[src/rtl/rv32_pkg.sv]
// ---------------------------------------------------------------------------
// rv32_pkg
// Shared constants and types for the RV32 core: register-file geometry,
// the architectural word type and the index of the hardwired zero register.
// No ports (package).
// ---------------------------------------------------------------------------
package rv32_pkg;

  localparam int REG_COUNT  = 32;
  localparam int REG_ADDR_W = 5;
  localparam int XLEN       = 32;

  typedef logic [REG_ADDR_W-1:0] reg_addr_t;
  typedef logic [XLEN-1:0]       word_t;

  localparam reg_addr_t REG_ZERO = 5'd0;

endpackage

[src/rtl/decoder_5_to_32.sv]
// ---------------------------------------------------------------------------
// decoder_5_to_32
// One-hot decoder for the register-file write address. With ena low every
// output is 0, so an unknown address cannot raise a load enable.
// Ports:
//   ena  in   1   decode enable
//   in   in   5   binary index
//   out  out  32  one-hot result (all zero when ena=0)
// ---------------------------------------------------------------------------
module decoder_5_to_32
  import rv32_pkg::*;
(
  input  logic                 ena,
  input  logic [REG_ADDR_W-1:0] in,
  output logic [REG_COUNT-1:0]  out
);

  always_comb begin
    out = '0;
    if (ena) begin
      out[in] = 1'b1;
    end
  end

endmodule

[src/rtl/register_en.sv]
// ---------------------------------------------------------------------------
// register_en
// WIDTH-bit storage flop with asynchronous active-high clear and a
// synchronous load enable.
// Ports:
//   clk  in   1      rising-edge clock
//   rst  in   1      asynchronous active-high clear
//   en   in   1      load enable
//   d    in   WIDTH  load data
//   q    out  WIDTH  stored value
// ---------------------------------------------------------------------------
module register_en #(
  parameter int WIDTH = 32
) (
  input  logic             clk,
  input  logic             rst,
  input  logic             en,
  input  logic [WIDTH-1:0] d,
  output logic [WIDTH-1:0] q
);

  logic [WIDTH-1:0] r_q;

  always_ff @(posedge clk or posedge rst) begin
    if (rst) begin
      r_q <= '0;
    end else if (en) begin
      r_q <= d;
    end
  end

  assign q = r_q;

endmodule

[src/rtl/register_file.sv]
// ---------------------------------------------------------------------------
// register_file
// 32 x WIDTH architectural register file: one synchronous write port, two
// combinational read ports, x0 hardwired to zero. Optional same-cycle
// write-to-read forwarding when BYPASS=1.
// Ports:
//   clk       in   1      rising-edge clock
//   rst       in   1      asynchronous active-high reset, clears all registers
//   wr_ena    in   1      write enable
//   wr_addr   in   5      destination index
//   wr_data   in   WIDTH  write data
//   rd_addr0  in   5      read port 0 index (rs1)
//   rd_addr1  in   5      read port 1 index (rs2)
//   rd_data0  out  WIDTH  read port 0 data
//   rd_data1  out  WIDTH  read port 1 data
// ---------------------------------------------------------------------------
module register_file
  import rv32_pkg::*;
#(
  parameter int WIDTH  = 32,
  parameter int BYPASS = 0
) (
  input  logic             clk,
  input  logic             rst,
  input  logic             wr_ena,
  input  logic [4:0]       wr_addr,
  input  logic [WIDTH-1:0] wr_data,
  input  logic [4:0]       rd_addr0,
  input  logic [4:0]       rd_addr1,
  output logic [WIDTH-1:0] rd_data0,
  output logic [WIDTH-1:0] rd_data1
);

  logic [REG_COUNT-1:0] w_load;
  logic [WIDTH-1:0]     w_q [REG_COUNT];
  logic                 w_byp0;
  logic                 w_byp1;
  logic [WIDTH-1:0]     w_rd0;
  logic [WIDTH-1:0]     w_rd1;

  decoder_5_to_32 u_wr_dec (
    .ena (wr_ena),
    .in  (wr_addr),
    .out (w_load)
  );

  // x0 has no storage; its load enable (w_load[0]) is deliberately ignored.
  assign w_q[0] = '0;

  genvar gi;
  generate
    for (gi = 1; gi < REG_COUNT; gi++) begin : g_reg
      register_en #(.WIDTH(WIDTH)) u_reg (
        .clk (clk),
        .rst (rst),
        .en  (w_load[gi]),
        .d   (wr_data),
        .q   (w_q[gi])
      );
    end
  endgenerate

  // Forwarding is suppressed during reset so reads stay at 0 even while a
  // write is being presented.
  assign w_byp0 = (BYPASS != 0) && !rst && wr_ena &&
                  (wr_addr != REG_ZERO) && (rd_addr0 == wr_addr);
  assign w_byp1 = (BYPASS != 0) && !rst && wr_ena &&
                  (wr_addr != REG_ZERO) && (rd_addr1 == wr_addr);

  always_comb begin
    w_rd0 = w_q[rd_addr0];
    if (w_byp0) begin
      w_rd0 = wr_data;
    end
  end

  always_comb begin
    w_rd1 = w_q[rd_addr1];
    if (w_byp1) begin
      w_rd1 = wr_data;
    end
  end

  assign rd_data0 = w_rd0;
  assign rd_data1 = w_rd1;

endmodule

[config.mk]
export PLATFORM = sky130hd
export DESIGN_NAME = register_file
export DESIGN_NICKNAME = d
export VERILOG_FILES = /design/src/rtl/rv32_pkg.sv /design/src/rtl/decoder_5_to_32.sv /design/src/rtl/register_en.sv /design/src/rtl/register_file.sv
export SDC_FILE = /design/constraint.sdc
export NUM_CORES = 2
export LEC_CHECK = 0
export ABC_AREA = 1
export CAP_MARGIN = 20
export CORE_MARGIN = 1.5
export CORE_UTILIZATION = 26
export DETAILED_ROUTE_END_ITERATION = 12
export GPL_TIMING_DRIVEN = 0
export PLACE_DENSITY_LB_ADDON = 0.25
export RECOVER_POWER = 25
export SLEW_MARGIN = 20
export SYNTH_ARGS = -nofsm -noshare
export SYNTH_HDL_FRONTEND = slang
export SYNTH_SLANG_ARGS = --single-unit
[constraint.sdc]
create_clock -name clk -period 94.6 [get_ports clk]
set_clock_uncertainty 0.2 [all_clocks]
set_input_delay 14.19 -clock clk [delete_from_list [all_inputs] [get_ports clk]]
set_output_delay 14.19 -clock clk [all_outputs]
set_load 0.01 [all_outputs]
==> results.cfg <==
[cts]
clkSlewWorstSetupHoldPaths_ns = 0.06
cts-resized-gates = 0
cts_buffers = 132
cts_hold_buf = 0
cts_root_buf = clkbuf_16
h-tree-depth = 4
tritoncts = yes
cts_setup_buffers = 0
max-clock-path-buffers = 3
clock-sinks = 992
insertion_delay_ns = 0.82

[sta]
max_freq_ghz = 0.0299
setup_violations = 0
worst-slew-pin-transition_ns = 5.39
rsz0062_at_grt = false
drv_slew = 727
period_needed_ns = 33.42
hold_viol = 0
post-route-period-util_pct = 35.3
setup_tns_ns = 0
slew_headroom_pct = -259

[synth]
syn_area_um2 = 55900
syn_area_per_cell_um2 = 6.76
netlist_instances = 8277
synthMuxAreaShare_pct = 0
synth.distinct_cells = 17
synth_adder_area_share_pct = 0
synth_top_family_by_area = simple AND/OR/NAND/NOR gates
synth-seq-area-share_pct = 44.4
synth_compound_area_share_pct = 11.2
synth_fp_nets = 8327
synth_area_leaders = dfrtp_1, nand2_1, nand3_1
ys_warn_count = 0
synthXorXnorAreaFrac_pct = 0
yosysTopAreaCell = dfrtp_1
synth_top_area_share_pct = 44.4
yosys.area_share.simple_pct = 34.9
ys_ff_latch = 992

[final_layout]
fillers = 23700
ff_latch_area_um2 = 24800
multi_input_area_um2 = 25800
fin_area_um2 = 65300
final_util_pct = 30.5
area_growth_pct = 16.8
drive_above_1_share_pct = 5.03
instances_no_fill = 11500
largest_reg_flops = 992
nets = 8590

[global_route]
grt_max_degree = 104
grt_pass1_wl_um = 490000
grt_pass1_vias = 58300
antenna_found_initial = 50
overflow = 0
track_usage_pct = 32.6

[floorplanning]
coreArea_um2 = 214000
dieArea_um2 = 218000
placementRows = 170
start_util_pct = 26.1
die_height_um = 467
ios = 114
die_w_um = 467

[setup_path]
cp_top_family = buffers and inverters
startpoint_type = input port
reg2regPathDepth = 2
worstSetupPathType = in -> out
cpPeakStageDelay_ns = 1.01
crit_required_ns = 80.21
arrival_ns = 19.03
reg2reg_to = g_reg[29].u_reg.q[29]
slowest_stage = clkbuf_1
cp.buffers_inverters = 5
crit_chain = clkbuf_1, inv_1, clkbuf_1, clkbuf_1, nand3_1, nand3_1, nand3_1, nand2_1, nand2_1, nand2_1, clkdlybuf4s50_1
end_kind = output pin
reg2reg_slack_ns = 93.07
critPathMaxFanout = 10
r2r_start = g_reg[29].u_reg.q[29]

[routing]
drc = 0
routed_via_density = 5.55
drt_iter0_drc = 9685
ant_nets = 0
wl_per_cell_um = 31.7
firstDrtPassIters = 9
vias = 63800
drt-total-wl_um = 365000

[placement]
dp.cells = 11200
gp_congestion = 1.13
port_buffers = 107
hpwl_um = 277000
place_area_um2 = 61100

[power_and_ir_drop]
power_density_nw_per_um2 = 21.7
ir_drop_v = 0.0000185
p_leak_uw = 0.0307
total_power_uw = 1420

[status]
status = finished, violations left
violations = capacitance limit, slew limit

[worst_hold_path]
worstHoldEndpoint = g_reg[9].u_reg.q[19]
worstHoldStart = g_reg[9].u_reg.q[19]
hold_depth = 2
min_path_type = reg -> reg

[job]
maxCapViolCount = 9
==> kinds of logic after synthesis <==
group	Yosys count
AND/OR/NAND/NOR	4650
buffers and inverters	1387
flip-flops	992
AO/OA/AOI/OAI	1248
==> layout make-up <==
cell class	count	area share [%]
clock inverter	36	0.623
inverter	728	4.19
clock buffer	190	5.95
buffer	659	4.13
timing repair buffer	129	2.09
tap	2838	5.44
sequential	992	38.0
multi-input combinational	5898	39.5
antenna	27	0.103
==> stage by stage <==
stage / setup WS (ns) / hold WS, ns
2_1_floorplan: 52.30 / 0.253
3_3_place_gp: 37.76 / 0.266
3_5_place_dp: 61.59 / 0.272
4_1_cts: 61.57 / 0.286
5_1_grt: 61.55 / 0.298
6_report: 61.18 / 0.279
==> worst min-delay path, delay by kind of cell (launching register included) <==
kind | cells | cell delay (ns)
compound gates | 1 | 0.06
flops | 1 | 0.34
simple gates | 1 | 0.05
==> cells in the final DEF (no fill, tap or decap), types with 56 or more instances in the layout <==
cell type	netlist	layout
buf_1	65	56
buf_2	110	119
clkbuf_16	0	137
clkdlybuf4s50_1	0	105
clkbuf_1	484	457
clkbuf_2	0	63
inv_1	716	715
nand3_1	1536	1536
o21ai_0	883	883
nor2_1	223	221
dfrtp_1	992	992
a21oi_1	320	320
nand2_1	2866	2866
==> layer usage <==
metal	part of all wire (%)	track usage (%)	up-vias
li1	-	-	27100
met1	41	43.1	31700
met2	41	45.8	4200
met3	11	9.80	824
met4	7.3	21.0	14
met5	0.060	0.505	-
==> worst max-delay path by stage <==
| stage | to | from | cells past startpoint | slack (ns) |
|---|---|---|---|---|
| finish | rd_data0[30] | rd_addr0[1] | 11 | 61.18 |
| global route | rd_data0[30] | rd_addr0[1] | 11 | 61.55 |
| CTS | rd_data0[30] | rd_addr0[1] | 11 | 61.57 |
| detailed placement | rd_data0[30] | rd_addr0[1] | 11 | 61.59 |
| global placement | g_reg[30].u_reg.q[21] | rst | 2 | 37.76 |
| floorplan | g_reg[10].u_reg.q[0] | rst | 1 | 52.30 |
==> power breakdown <==
| part | internal (µW) | switching (µW) | total, µW |
|---|---|---|---|
| Clock | 301 | 217 | 518 |
| Combinational | 96.0 | 239 | 335 |
| Sequential | 508 | 57.5 | 565 |
| Total | 905 | 514 | 1420 |
==> cell usage after synthesis <==
| master | instances |
|---|---|
| buf_1 | 65 |
| buf_2 | 110 |
| nand2_2 | 7 |
| nand3_1 | 1536 |
| inv_2 | 12 |
| clkbuf_1 | 484 |
| o21ai_1 | 45 |
| a21oi_1 | 320 |
| nand2_1 | 2866 |
| o21ai_0 | 883 |
| nor3_2 | 11 |
| nor2_1 | 223 |
| nor2_4 | 5 |
| dfrtp_1 | 992 |
| inv_1 | 716 |
| nor2_2 | 1 |
| nor3_1 | 1 |
Note: power is estimated with default switching activity, not from simulation.
